`src/rtl/dma_dreq_agent_if.sv`:
```
// DMA channel pins (DREQ/DACK/strobes/data) and the local byte-stream handshakes.
// slave is the peripheral agent; master is the DMA controller plus local datapath.
interface dma_dreq_agent_if;
  logic       DREQ;
  logic       DACK;
  logic       IOR_N;
  logic       IOW_N;
  logic       EOP_N;
  logic [7:0] DB_IN;
  logic [7:0] DB_OUT;
  logic       DB_OE;
  logic       wr_valid;
  logic       wr_ready;
  logic [7:0] wr_data;
  logic       rd_valid;
  logic       rd_ready;
  logic [7:0] rd_data;

  modport slave (
    output DREQ, DB_OUT, DB_OE, wr_ready, rd_valid, rd_data,
    input  DACK, IOR_N, IOW_N, EOP_N, DB_IN, wr_valid, wr_data, rd_ready
  );

  modport master (
    input  DREQ, DB_OUT, DB_OE, wr_ready, rd_valid, rd_data,
    output DACK, IOR_N, IOW_N, EOP_N, DB_IN, wr_valid, wr_data, rd_ready
  );
endinterface

```
`src/rtl/dma_dreq_agent.sv`:
```
// Device-side DREQ/DACK agent for one 8237-style DMA channel: a byte FIFO between
// the local datapath and the bus, request generation, strobe handling and error flags.
module dma_dreq_agent #(
  parameter int DEPTH  = 16,
  parameter int THRESH = 4
) (
  input  logic            CLK,
  input  logic            RESET_N,
  input  logic            ENABLE,
  input  logic            DIR,
  input  logic [1:0]      MODE,
  input  logic            DREQ_POL,
  input  logic            DACK_POL,
  output logic            done,
  output logic            underrun,
  output logic            overrun,
  dma_dreq_agent_if.slave bus
);
  localparam int AW = $clog2(DEPTH);
  localparam int CW = AW + 1;
  localparam logic [CW-1:0] DEPTH_C  = CW'(DEPTH);
  localparam logic [CW-1:0] THRESH_C = CW'(THRESH);

  typedef enum logic [1:0] {IDLE, REQ, ACKED} state_t;

  state_t        state_q, state_d;
  logic          req_q, req_d;
  logic          ior_q, iow_q, eop_q, dack_act_q;
  logic          ior_prev_q, iow_prev_q;
  logic          ior_act_q, ior_act_d;
  logic          ior_under_q, ior_under_d;
  logic          iow_act_q, iow_act_d;
  logic [7:0]    db_in_q, db_in_d;
  logic [7:0]    db_out_q, db_out_d;
  logic          db_oe_q, db_oe_d;
  logic          done_q, done_d;
  logic          underrun_q, underrun_d;
  logic          overrun_q, overrun_d;
  logic [AW-1:0] wr_ptr_q, wr_ptr_d;
  logic [AW-1:0] rd_ptr_q, rd_ptr_d;
  logic [CW-1:0] count_q, count_d;
  logic [7:0]    mem [DEPTH];

  logic          empty, full, mode_single, mode_demand, cond;
  logic [CW-1:0] free, need;
  logic          ior_fall, ior_rise, iow_fall, iow_rise;
  logic          eop_hit, start_ok, strobe_done;
  logic          bus_push, bus_pop, loc_push, loc_pop, push, pop;
  logic [7:0]    push_data;

  assign empty       = (count_q == '0);
  assign full        = (count_q == DEPTH_C);
  assign free        = DEPTH_C - count_q;
  // MODE 01 and the reserved 11 both behave as single transfer
  assign mode_single = MODE[0];
  assign mode_demand = (MODE == 2'b00);
  assign need        = mode_single ? CW'(1) : THRESH_C;
  assign cond        = ENABLE && !done_q && (DIR ? (free >= need) : (count_q >= need));

  assign ior_fall    = ior_prev_q && !ior_q;
  assign ior_rise    = !ior_prev_q && ior_q;
  assign iow_fall    = iow_prev_q && !iow_q;
  assign iow_rise    = !iow_prev_q && iow_q;
  assign eop_hit     = !eop_q && dack_act_q;
  assign start_ok    = (state_q == ACKED) && dack_act_q && !eop_hit && ENABLE;
  assign strobe_done = (ior_act_q && ior_rise) || (iow_act_q && iow_rise);

  assign bus_pop     = ior_act_q && ior_rise && !ior_under_q;
  assign bus_push    = iow_act_q && iow_rise && !full;
  assign loc_push    = bus.wr_valid && bus.wr_ready;
  assign loc_pop     = bus.rd_valid && bus.rd_ready;
  assign push        = DIR ? bus_push : loc_push;
  assign pop         = DIR ? loc_pop : bus_pop;
  assign push_data   = DIR ? db_in_q : bus.wr_data;

  always_comb begin
    state_d     = state_q;
    req_d       = req_q;
    ior_act_d   = ior_act_q;
    ior_under_d = ior_under_q;
    iow_act_d   = iow_act_q;
    db_in_d     = db_in_q;
    db_out_d    = db_out_q;
    db_oe_d     = db_oe_q;
    done_d      = done_q;
    underrun_d  = underrun_q;
    overrun_d   = overrun_q;
    wr_ptr_d    = push ? wr_ptr_q + AW'(1) : wr_ptr_q;
    rd_ptr_d    = pop ? rd_ptr_q + AW'(1) : rd_ptr_q;
    count_d     = count_q + CW'(push) - CW'(pop);

    if (!bus.IOW_N) db_in_d = bus.DB_IN;

    // Strobes finish regardless of state, so an in-flight cycle survives EOP or ENABLE=0
    if (ior_act_q) begin
      if (ior_rise) begin
        ior_act_d = 1'b0;
        db_oe_d   = 1'b0;
      end
    end else if (ior_fall && start_ok && !DIR) begin
      ior_act_d   = 1'b1;
      ior_under_d = empty;
      db_oe_d     = 1'b1;
      db_out_d    = empty ? 8'hFF : mem[rd_ptr_q];
      if (empty) underrun_d = 1'b1;
    end

    if (iow_act_q) begin
      if (iow_rise) begin
        iow_act_d = 1'b0;
        if (full) overrun_d = 1'b1;
      end
    end else if (iow_fall && start_ok && DIR) begin
      iow_act_d = 1'b1;
    end

    case (state_q)
      IDLE: begin
        if (cond) begin
          state_d = REQ;
          req_d   = 1'b1;
        end
      end
      REQ: begin
        if (dack_act_q) state_d = ACKED;
      end
      ACKED: begin
        if (mode_single) begin
          if (strobe_done) req_d = 1'b0;
        end else if (mode_demand) begin
          if (DIR ? (count_d == DEPTH_C) : (count_d == '0)) req_d = 1'b0;
        end
        if (!dack_act_q) state_d = req_d ? REQ : IDLE;
      end
      default: state_d = IDLE;
    endcase

    if (eop_hit) begin
      done_d  = 1'b1;
      req_d   = 1'b0;
      state_d = IDLE;
    end

    if (!ENABLE) begin
      req_d      = 1'b0;
      state_d    = IDLE;
      done_d     = 1'b0;
      underrun_d = 1'b0;
      overrun_d  = 1'b0;
    end
  end

  always_ff @(posedge CLK or negedge RESET_N) begin
    if (!RESET_N) begin
      state_q     <= IDLE;
      req_q       <= 1'b0;
      ior_q       <= 1'b1;
      iow_q       <= 1'b1;
      eop_q       <= 1'b1;
      dack_act_q  <= 1'b0;
      ior_prev_q  <= 1'b1;
      iow_prev_q  <= 1'b1;
      ior_act_q   <= 1'b0;
      ior_under_q <= 1'b0;
      iow_act_q   <= 1'b0;
      db_in_q     <= 8'h00;
      db_out_q    <= 8'h00;
      db_oe_q     <= 1'b0;
      done_q      <= 1'b0;
      underrun_q  <= 1'b0;
      overrun_q   <= 1'b0;
      wr_ptr_q    <= '0;
      rd_ptr_q    <= '0;
      count_q     <= '0;
    end else begin
      state_q     <= state_d;
      req_q       <= req_d;
      ior_q       <= bus.IOR_N;
      iow_q       <= bus.IOW_N;
      eop_q       <= bus.EOP_N;
      dack_act_q  <= bus.DACK ^ DACK_POL;
      ior_prev_q  <= ior_q;
      iow_prev_q  <= iow_q;
      ior_act_q   <= ior_act_d;
      ior_under_q <= ior_under_d;
      iow_act_q   <= iow_act_d;
      db_in_q     <= db_in_d;
      db_out_q    <= db_out_d;
      db_oe_q     <= db_oe_d;
      done_q      <= done_d;
      underrun_q  <= underrun_d;
      overrun_q   <= overrun_d;
      wr_ptr_q    <= wr_ptr_d;
      rd_ptr_q    <= rd_ptr_d;
      count_q     <= count_d;
    end
  end

  // Storage carries no reset; validity is tracked entirely by the pointers and count
  always_ff @(posedge CLK) begin
    if (push) mem[wr_ptr_q] <= push_data;
  end

  assign bus.DREQ     = req_q ^ DREQ_POL;
  assign bus.DB_OUT   = db_out_q;
  assign bus.DB_OE    = db_oe_q;
  assign bus.wr_ready = !full && !DIR;
  assign bus.rd_valid = !empty && DIR;
  assign bus.rd_data  = mem[rd_ptr_q];
  assign done         = done_q;
  assign underrun     = underrun_q;
  assign overrun      = overrun_q;
endmodule

```
`src/flat_wrapper.sv`:
```
// flat-port wrapper written by rule: the top's interface ports become plain ports
module dma_dreq_agent_flat 
#(
  parameter int DEPTH  = 16,
  parameter int THRESH = 4
)
  (CLK, RESET_N, ENABLE, DIR, MODE, DREQ_POL, DACK_POL, done, underrun, overrun, bus_DREQ, bus_DB_OUT, bus_DB_OE, bus_wr_ready, bus_rd_valid, bus_rd_data, bus_DACK, bus_IOR_N, bus_IOW_N, bus_EOP_N, bus_DB_IN, bus_wr_valid, bus_wr_data, bus_rd_ready);
  dma_dreq_agent_if bus_i ();
  input  logic CLK;
  input  logic RESET_N;
  input  logic ENABLE;
  input  logic DIR;
  input  logic [1:0] MODE;
  input  logic DREQ_POL;
  input  logic DACK_POL;
  output logic done;
  output logic underrun;
  output logic overrun;
  output wire logic [$bits(bus_i.DREQ)-1:0] bus_DREQ;
  output wire logic [$bits(bus_i.DB_OUT)-1:0] bus_DB_OUT;
  output wire logic [$bits(bus_i.DB_OE)-1:0] bus_DB_OE;
  output wire logic [$bits(bus_i.wr_ready)-1:0] bus_wr_ready;
  output wire logic [$bits(bus_i.rd_valid)-1:0] bus_rd_valid;
  output wire logic [$bits(bus_i.rd_data)-1:0] bus_rd_data;
  input wire logic [$bits(bus_i.DACK)-1:0] bus_DACK;
  input wire logic [$bits(bus_i.IOR_N)-1:0] bus_IOR_N;
  input wire logic [$bits(bus_i.IOW_N)-1:0] bus_IOW_N;
  input wire logic [$bits(bus_i.EOP_N)-1:0] bus_EOP_N;
  input wire logic [$bits(bus_i.DB_IN)-1:0] bus_DB_IN;
  input wire logic [$bits(bus_i.wr_valid)-1:0] bus_wr_valid;
  input wire logic [$bits(bus_i.wr_data)-1:0] bus_wr_data;
  input wire logic [$bits(bus_i.rd_ready)-1:0] bus_rd_ready;
  assign bus_DREQ = bus_i.DREQ;
  assign bus_DB_OUT = bus_i.DB_OUT;
  assign bus_DB_OE = bus_i.DB_OE;
  assign bus_wr_ready = bus_i.wr_ready;
  assign bus_rd_valid = bus_i.rd_valid;
  assign bus_rd_data = bus_i.rd_data;
  assign bus_i.DACK = bus_DACK;
  assign bus_i.IOR_N = bus_IOR_N;
  assign bus_i.IOW_N = bus_IOW_N;
  assign bus_i.EOP_N = bus_EOP_N;
  assign bus_i.DB_IN = bus_DB_IN;
  assign bus_i.wr_valid = bus_wr_valid;
  assign bus_i.wr_data = bus_wr_data;
  assign bus_i.rd_ready = bus_rd_ready;
  dma_dreq_agent #(.DEPTH(DEPTH), .THRESH(THRESH)) u_core (.CLK(CLK), .RESET_N(RESET_N), .ENABLE(ENABLE), .DIR(DIR), .MODE(MODE), .DREQ_POL(DREQ_POL), .DACK_POL(DACK_POL), .done(done), .underrun(underrun), .overrun(overrun), .bus(bus_i));
endmodule
```
`config.mk`:
```
export PLATFORM = sky130hd
export DESIGN_NAME = dma_dreq_agent_flat
export DESIGN_NICKNAME = d
export VERILOG_FILES = /design/src/rtl/dma_dreq_agent_if.sv /design/src/rtl/dma_dreq_agent.sv /design/src/flat_wrapper.sv
export SDC_FILE = /design/constraint.sdc
export NUM_CORES = 1
export LEC_CHECK = 0
export ABC_AREA = 1
export CORE_MARGIN = 2
export CORE_UTILIZATION = 45
export DETAILED_ROUTE_END_ITERATION = 8
export SLEW_MARGIN = 15
export SYNTH_ARGS = -nofsm -noshare
export SYNTH_HDL_FRONTEND = slang
export SYNTH_SLANG_ARGS = --single-unit
```
`constraint.sdc`:
```
create_clock -name CLK -period 8.8 [get_ports CLK]
set_input_delay 1.76 -clock CLK [delete_from_list [all_inputs] [get_ports CLK]]
set_output_delay 1.76 -clock CLK [all_outputs]
set_load 0.05 [all_outputs]
```
Word-level counts from Yosys, hierarchy flattened:

Memories as Yosys holds them, arrays and structs flattened.
Cells that the tools add are included.
Widths: inputs -> output; s select.

* magnitude comparators: 2
* bitwise operators: 3
* reduce and logical (&&, ||, !) cells: 45
* eq/ne operators: 16
* mux-type cells: 44
* add/subtract/negate cells: 5

Operator list (number)
* $mux 1: 34
* $logic_and 1x1->1: 22
* $mux 8: 2
* $ne 2x1->1 const B: 6
* $logic_not 1->1: 11
* $eq 5x5->1 const B: 2
* $ge 5x5->1: 2
* $logic_not 5->1: 2
* $mux 2: 5
* $reduce_and 3->1: 3
* $add 4x1->4 const B: 2
* $ne 4x2->1 const B: 2
* $pmux 2 s3: 1
* $reduce_and 2->1: 3
* $add 5x1->5: 1
* $sub 5x1->5: 1
* $sub 5x5->5 const A: 1
* $logic_not 2->1: 2
* $ne 2x2->1 const B: 2
* $ne 4x1->1 const B: 1
* $ne 4x4->1 const B: 1
* $mux 3: 1
* $eq 2x1->1 const B: 1
* $eq 2x2->1 const B: 1
* other kinds (5): 6

* input port bits: 30
* word-level logic and storage cells: 136
* memories kept: 1
* register bits after elaboration: 45
* output and inout bits: 23
* memory bits (writable): 128

Memories
* u_core.mem: words 16, width 8, read ports 1, clocked after memory_dff 0, wr ports 1, line dma_dreq_agent.sv:42 `logic [7:0] mem [DEPTH];`

Logic depth before layout (Yosys ltp):

Gate-level depths: netlist of run 1.

* depth in word-level cells: 18
* depth in mapped cells: 21
* mapped depth without buffers: 21

Worst setup path after synthesis of run 1:

OpenSTA, ideal clock, no wires.

* path kind: input -> output
* start: input port DIR
* end: output port bus_wr_ready
* arrival: 2.608 ns
* path buffers: 1
* data required time: 7.040 ns
* setup slack: 4.432 ns
* cell stages on the path: 2
* path through: buf_2 > nor2_1

* word-level cells in the longest chain between the ends: 2

Ends and longest elaborated chain
* start, declared: line flat_wrapper.sv:12 `input logic DIR;`
* $logic_not 1->1: line dma_dreq_agent.sv:207 `assign bus.wr_ready = !full && !DIR;`
* $logic_and 1x1->1: line dma_dreq_agent.sv:207
* end, declared: line flat_wrapper.sv:22 `output wire logic [$bits(bus_i.wr_ready)-1:0] bus_wr_ready;`

No other way between the ends.

Worst setup path after layout of run 1:

* start: input port DIR
* end: output port bus_rd_valid

* word-level cells in the longest chain between the ends: 1

Ends and longest elaborated chain
* $logic_and 1x1->1: line dma_dreq_agent.sv:208 `assign bus.rd_valid = !empty && DIR;`
* end, declared: line flat_wrapper.sv:23 `output wire logic [$bits(bus_i.rd_valid)-1:0] bus_rd_valid;`

No other way between the ends.

==> results of run 1 <==
[worst max-delay path, stage by stage]
cell	delay, ps
clkdlybuf4s50_1	850
inv_2	270
nor2_1	190
clkdlybuf4s50_1	830
[metrics by stage]
step | hold WS [ps] | cell area [µm²] | util (%) | setup WS, ps
finish | 377 | 8800 | 53.6 | 3130
global route | 380 | 8800 | 53.6 | 3060
CTS | 377 | 8800 | 53.6 | 3130
detailed placement | 368 | 8170 | 49.8 | 3130
global placement | 364 | 8170 | 49.8 | 3090
floorplan | 361 | 7480 | - | 4430
[synthesized netlist by cell type]
cell / n
nor3b_1: 1
xnor2_1: 1
a21boi_0: 1
o31ai_2: 1
a21oi_1: 13
inv_1: 38
nor2_1: 116
xor2_1: 9
o211ai_1: 30
mux2_2: 8
inv_2: 1
nand3_1: 41
o21ai_0: 70
o21a_1: 1
a31oi_1: 1
buf_1: 1
edfxtp_1: 128
buf_4: 2
dfstp_2: 5
o31ai_4: 1
nand2_2: 1
ha_1: 20
fa_1: 1
dfrtp_1: 40
nor4_1: 1
clkbuf_1: 11
nand2_1: 101
clkinv_1: 4
buf_2: 14
nand4_1: 5
[flip-flops by register name (all words and copies together) (netlist names), 2 cells and up]
name               count
u_core.count_q         5
u_core.db_in_q         8
u_core.mem           128
u_core.bus.DB_OUT      8
u_core.wr_ptr_q        4
u_core.state_q         2
u_core.rd_ptr_q        4
[worst min-delay path by stage]
stage | endpoint | slack [ps] | depth (start not counted)
after floorplan | u_core.ior_prev_q$_DFF_PN1_ | 360 | 0
after detailed placement | u_core.ior_prev_q$_DFF_PN1_ | 370 | 0
after CTS | u_core.ior_prev_q$_DFF_PN1_ | 380 | 0
final | u_core.ior_prev_q$_DFF_PN1_ | 380 | 0
after global routing | u_core.ior_prev_q$_DFF_PN1_ | 380 | 0
after global placement | u_core.ior_prev_q$_DFF_PN1_ | 360 | 0
[cell type report]
type                            count  area (µm²)
Timing Repair Buffer               55         541
Clock inverter                     14         190
Fill cell                        1380        7610
Inverter                           43         161
Clock buffer                       18         439
Multi-Input combinational cell    423        2210
Tap cell                          220         275
Sequential cell                   173        4980
[per-layer routing]
metal / up-vias / part of all wire (%) / track usage [%]
met2: 135 / 49 / 33.7
met4: 0 / 2.5 / 7.53
met1: 2493 / 44 / 27.6
met3: 36 / 4.6 / 4.18
li1: 2402 / - / -
met5: - / 0 / 0
[power by group]
part | switching, W | total, W | internal (W)
logic | 0.000750 | 0.00107 | 0.000322
registers | 0.0000636 | 0.00103 | 0.000964
clock network | 0.000312 | 0.000796 | 0.000484
total | 0.00113 | 0.00290 | 0.00177
[cell families after synthesis]
kind of cell / Yosys count / share of synthesized area [%]
multiplexers: 8 / 1.20
XOR/XNOR: 10 / 1.17
flip-flops: 173 / 66.5
AND/OR/NAND/NOR: 266 / 14.3
adder cells (fa/ha/maj): 21 / 3.61
buffers and inverters: 71 / 3.90
AO/OA/AOI/OAI: 118 / 9.30
==> flow_summary.yaml, run 1 <==
die:
  ioPinCount: 53
  core_area_um2: 16400
  start_util_pct: 45.6
  fp.dieH_um: 133
  rows: 47
  dieArea_um2: 17700
  fp.dieW_um: 133
clock_network:
  clk_path_buf_depth: 2
  cts_tree: "done"
  clock-sinks: 173
  ctsHtreeMaxLevel: 4
  clock-root-buffer: "clkbuf_16"
  cts_made_buffers: 17
  clock_latency_ps: 430
  holdBufCountCts: 0
  clk_pin_slew_ps: 60
  cts_resized: 0
  cts_setup_buffers: 0
pwr:
  ir_drop_v: 0.000176
  p_leak_nw: 3.37
  p_per_area_nw_per_um2: 329
  finalPower_w: 0.00290
synth:
  synth_seq_cells: 173
  synth_area_um2: 7480
  synth_top_cells_by_area: "edfxtp_1 51%, dfrtp_1 13%, nor2_1 5.8%"
  post-synth-top-area-cell: "edfxtp_1"
  seq_area_frac_synth_pct: 66.5
  synth_cells: 667
  synth.top_cell.area_share_pct: 51.4
  yosysWarnings: 0
  syn_avg_cell_area_um2: 11.2
  syn_nets: 718
  netlist-cell-type-count: 30
setup_path:
  critPathLaunch: "DIR"
  worst-endpoint-arrival_ps: 3910
  reg2reg_slack_ps: 5330
  start_kind: "input pin"
  regToRegStartpoint: "u_core.count_q[1]$_DFF_PN0_"
  crit_type: "input pin to output pin"
  r2r-end: "u_core.state_q[0]$_DFFE_PN0P_"
  end_kind: "output pin"
  cp.required_ps: 7040
  cp-endpoint: "bus_rd_valid"
  reg2regPathDepth: 20
  cp_max_fo: 14
grt:
  grt_pass1_vias: 5011
  grt_pass1_wl_um: 27600
  grtUsageTotal_pct: 20.7
  grt_overflow: 0
  antenna_found_initial: 0
  grt_start_max_net_pins: 76
placement:
  dp_cells: 914
  io_buffers: 52
  hpwl_um: 11200
  place.gp.congestion: 0.843
run_status:
  outcome: "complete, no violations"
final_layout:
  nNetsFinal: 764
  drive_gt1_share_pct: 7.30
  diodes: 0
  area_growth_pct: 17.6
  finalNonFillerCells: 946
  layout_commonest_cell: "edfxtp_1"
  final_cell_mix: "128 x edfxtp_1, 116 x nor2_1, 101 x nand2_1"
routing:
  vias_per_cell: 5.36
  ant_nets: 0
  drc: 0
  dr_total_vias: 5066
  wl_um: 17300
  drt_iter0_markers: 450
  first_pass_iters: 5
  avgRoutedWirePerCell_um: 18.3
sta:
  period_minus_slack_ps: 5670
  setup_violations: 0
  slew_headroom_pct: 41.7
  fin_crit_sh_pct: 64.4
  setup_tns_ps: 0
  rsz0062_at_grt: "false"
  hold_violations: 0
  maxSlewViolCount: 0
  fmax_ghz: 0.176
  finalClockSkew_ps: 10.7
  tightest_slew_ps: 871
worst_hold_path:
  min_from: "u_core.ior_q$_DFF_PN1_"
  hold_path.class: "flop to flop"
run:
  drv_cap: 0
No activity file was read; power rests on OpenSTA's default activity.
==> inputs of run 2 (changes only) <==
==> constraint.sdc (replaced) <==
create_clock -name CLK -period 5.7 [get_ports CLK]
set_input_delay 1.14 -clock CLK [delete_from_list [all_inputs] [get_ports CLK]]
set_output_delay 1.14 -clock CLK [all_outputs]
set_load 0.05 [all_outputs]
==> flow_summary.yaml, run 2 (synthesis results as in run 1) <==
sta:
  maxSlewViolCount: 0
  finalClockSkew_ps: 7.33
  period_minus_slack_ps: 4180
  fin_crit_sh_pct: 73.3
  setup_violations: 0
  postLayoutSetupSlackWorst_ps: 1520
  hold_ws_ps: 376
  slew_headroom_pct: 32.7
  tightest_slew_ps: 1010
  fmax_ghz: 0.239
  setup_tns_ps: 0
  hold_violations: 0
  rsz0062_at_grt: "false"
final_layout:
  fillers: 1395
  drive_gt1_share_pct: 7.51
  diodes: 0
  top_register: "u_core.mem"
  layout_commonest_cell: "edfxtp_1"
  final_cell_mix: "128 x edfxtp_1, 116 x nor2_1, 101 x nand2_1"
  nNetsFinal: 770
  largest_reg_flops: 128
  design_area_um2: 8810
  area_growth_pct: 17.8
  finalNonFillerCells: 952
clock_network:
  clock-root-buffer: "clkbuf_16"
  clock-sinks: 173
  clk_path_buf_depth: 2
  cts_setup_buffers: 0
  cts_made_buffers: 17
  holdBufCountCts: 0
  cts_tree: "done"
  ctsHtreeMaxLevel: 4
  clk_pin_slew_ps: 60
  cts_resized: 0
  clock_latency_ps: 420
placement:
  io_buffers: 52
  hpwl_um: 11200
  preCtsSetupSlack_ps: 1570
  dp_cells: 920
  place.gp.congestion: 0.825
  postPlaceCellArea_um2: 8210
routing:
  wl_um: 16800
  avgRoutedWirePerCell_um: 17.7
  drt_iter0_markers: 374
  dr_total_vias: 5059
  first_pass_iters: 5
  drc: 0
  vias_per_cell: 5.31
  ant_nets: 0
setup_path:
  crit_path_top_delay_cell: "clkdlybuf4s50_1"
  regToRegStartpoint: "u_core.count_q[1]$_DFF_PN0_"
  crit_type: "flop to output pin"
  worst-endpoint-arrival_ps: 3040
  start_kind: "flop"
  critPathLaunch: "u_core.rd_ptr_q[0]$_DFFE_PN0N_"
  cp_max_fo: 36
  slowest_delay_ps: 820
  crit_path_frequent_cell: "nor2_1"
  cp.required_ps: 4560
  end_kind: "output pin"
  crit_chain: "inv_1, buf_4, nor2_1, nor2_1, o21ai_0, o211ai_1, nand3_1, nand2_1, clkdlybuf4s50_1"
die:
  core_area_um2: 16400
  fp.dieH_um: 133
  dieArea_um2: 17700
  start_util_pct: 45.6
  fp.dieW_um: 133
  ioPinCount: 53
  rows: 47
pwr:
  p_leak_nw: 3.37
  p_per_area_nw_per_um2: 499
  ir_drop_v: 0.000330
grt:
  antenna_found_initial: 0
  grtUsageTotal_pct: 20.0
  grt_pass1_wl_um: 26700
  grt_overflow: 0
  grt_start_max_net_pins: 49
  grt_pass1_vias: 4892
worst_hold_path:
  hold_path.class: "flop to flop"
  min_from: "u_core.ior_q$_DFF_PN1_"
run_status:
  outcome: "complete, no violations"
run:
  drv_cap: 0
==> run 2: cell types whose count changed in the layout (fill, tap and decap cells not counted) <==
cell        previous run  this run
buf_2                  0         1
buf_4                  4         9
bufinv_16              4         3
clkbuf_1               0         3
clkbuf_8               1         2
clkinv_1               5         6
clkinv_2               3         0
clkinvlp_4             1         2
inv_6                  3         1
==> run 2: where the power goes <==
| part | total, W | internal [W] | switching (W) |
|---|---|---|---|
| Combinational | 0.00164 | 0.000515 | 0.00113 |
| Sequential | 0.00159 | 0.00149 | 0.0000990 |
| Clock | 0.00117 | 0.000713 | 0.000457 |
| Total | 0.00440 | 0.00272 | 0.00168 |
==> run 2: layer usage <==
layer / up-vias / wire length [µm] / global-route usage (%)
li1: 2411 / - / -
met1: 2456 / 7590 / 27.5
met2: 162 / 8070 / 31.6
met3: 30 / 700 / 3.03
met4: 0 / 475 / 8.96
met5: - / 0 / 0
==> run 2: per-stage QoR <==
stage	total power [W]	util, %
floorplan	0.00274	-
global placement	0.00324	50.0
detailed placement	0.00326	50.0
CTS	0.00443	53.7
global route	0.00466	53.7
finish	0.00440	53.7
==> run 2: path summary, 6_finish.rpt <==
kind                                                     to  slack (ps)  cells past startpoint
max                                          bus_rd_data[4]        1520                      9
min                             u_core.ior_prev_q$_DFF_PN1_         380                      0
max reg2reg                        u_core.req_q$_DFFE_PN0P_        2400                     20
min reg2reg                     u_core.ior_prev_q$_DFF_PN1_         380                      0
max in group asynchronous    u_core.rd_ptr_q[0]$_DFFE_PN0N_        4470                      2
min in group asynchronous  u_core.bus.DB_OUT[5]$_DFFE_PN0P_         810                      2
==> run 2: final cells by class <==
type                            instances  area [µm²]  share of cell area [%]
Sequential cell                       173        4980                    56.5
Multi-Input combinational cell        423        2210                    25.1
Timing Repair Buffer                   61         583                    6.61
Clock buffer                           22         464                    5.27
Tap cell                              220         275                    3.12
Inverter                               43         161                    1.83
Clock inverter                         10         139                    1.58
==> run 2: worst max-delay path: cells and delay by family (launching register included) <==
family                 cells  cell delay, ps
buffers and inverters      3            1290
AND/OR/NAND/NOR            4             500
flip-flops                 1             560
AO/OA/AOI/OAI              2             220
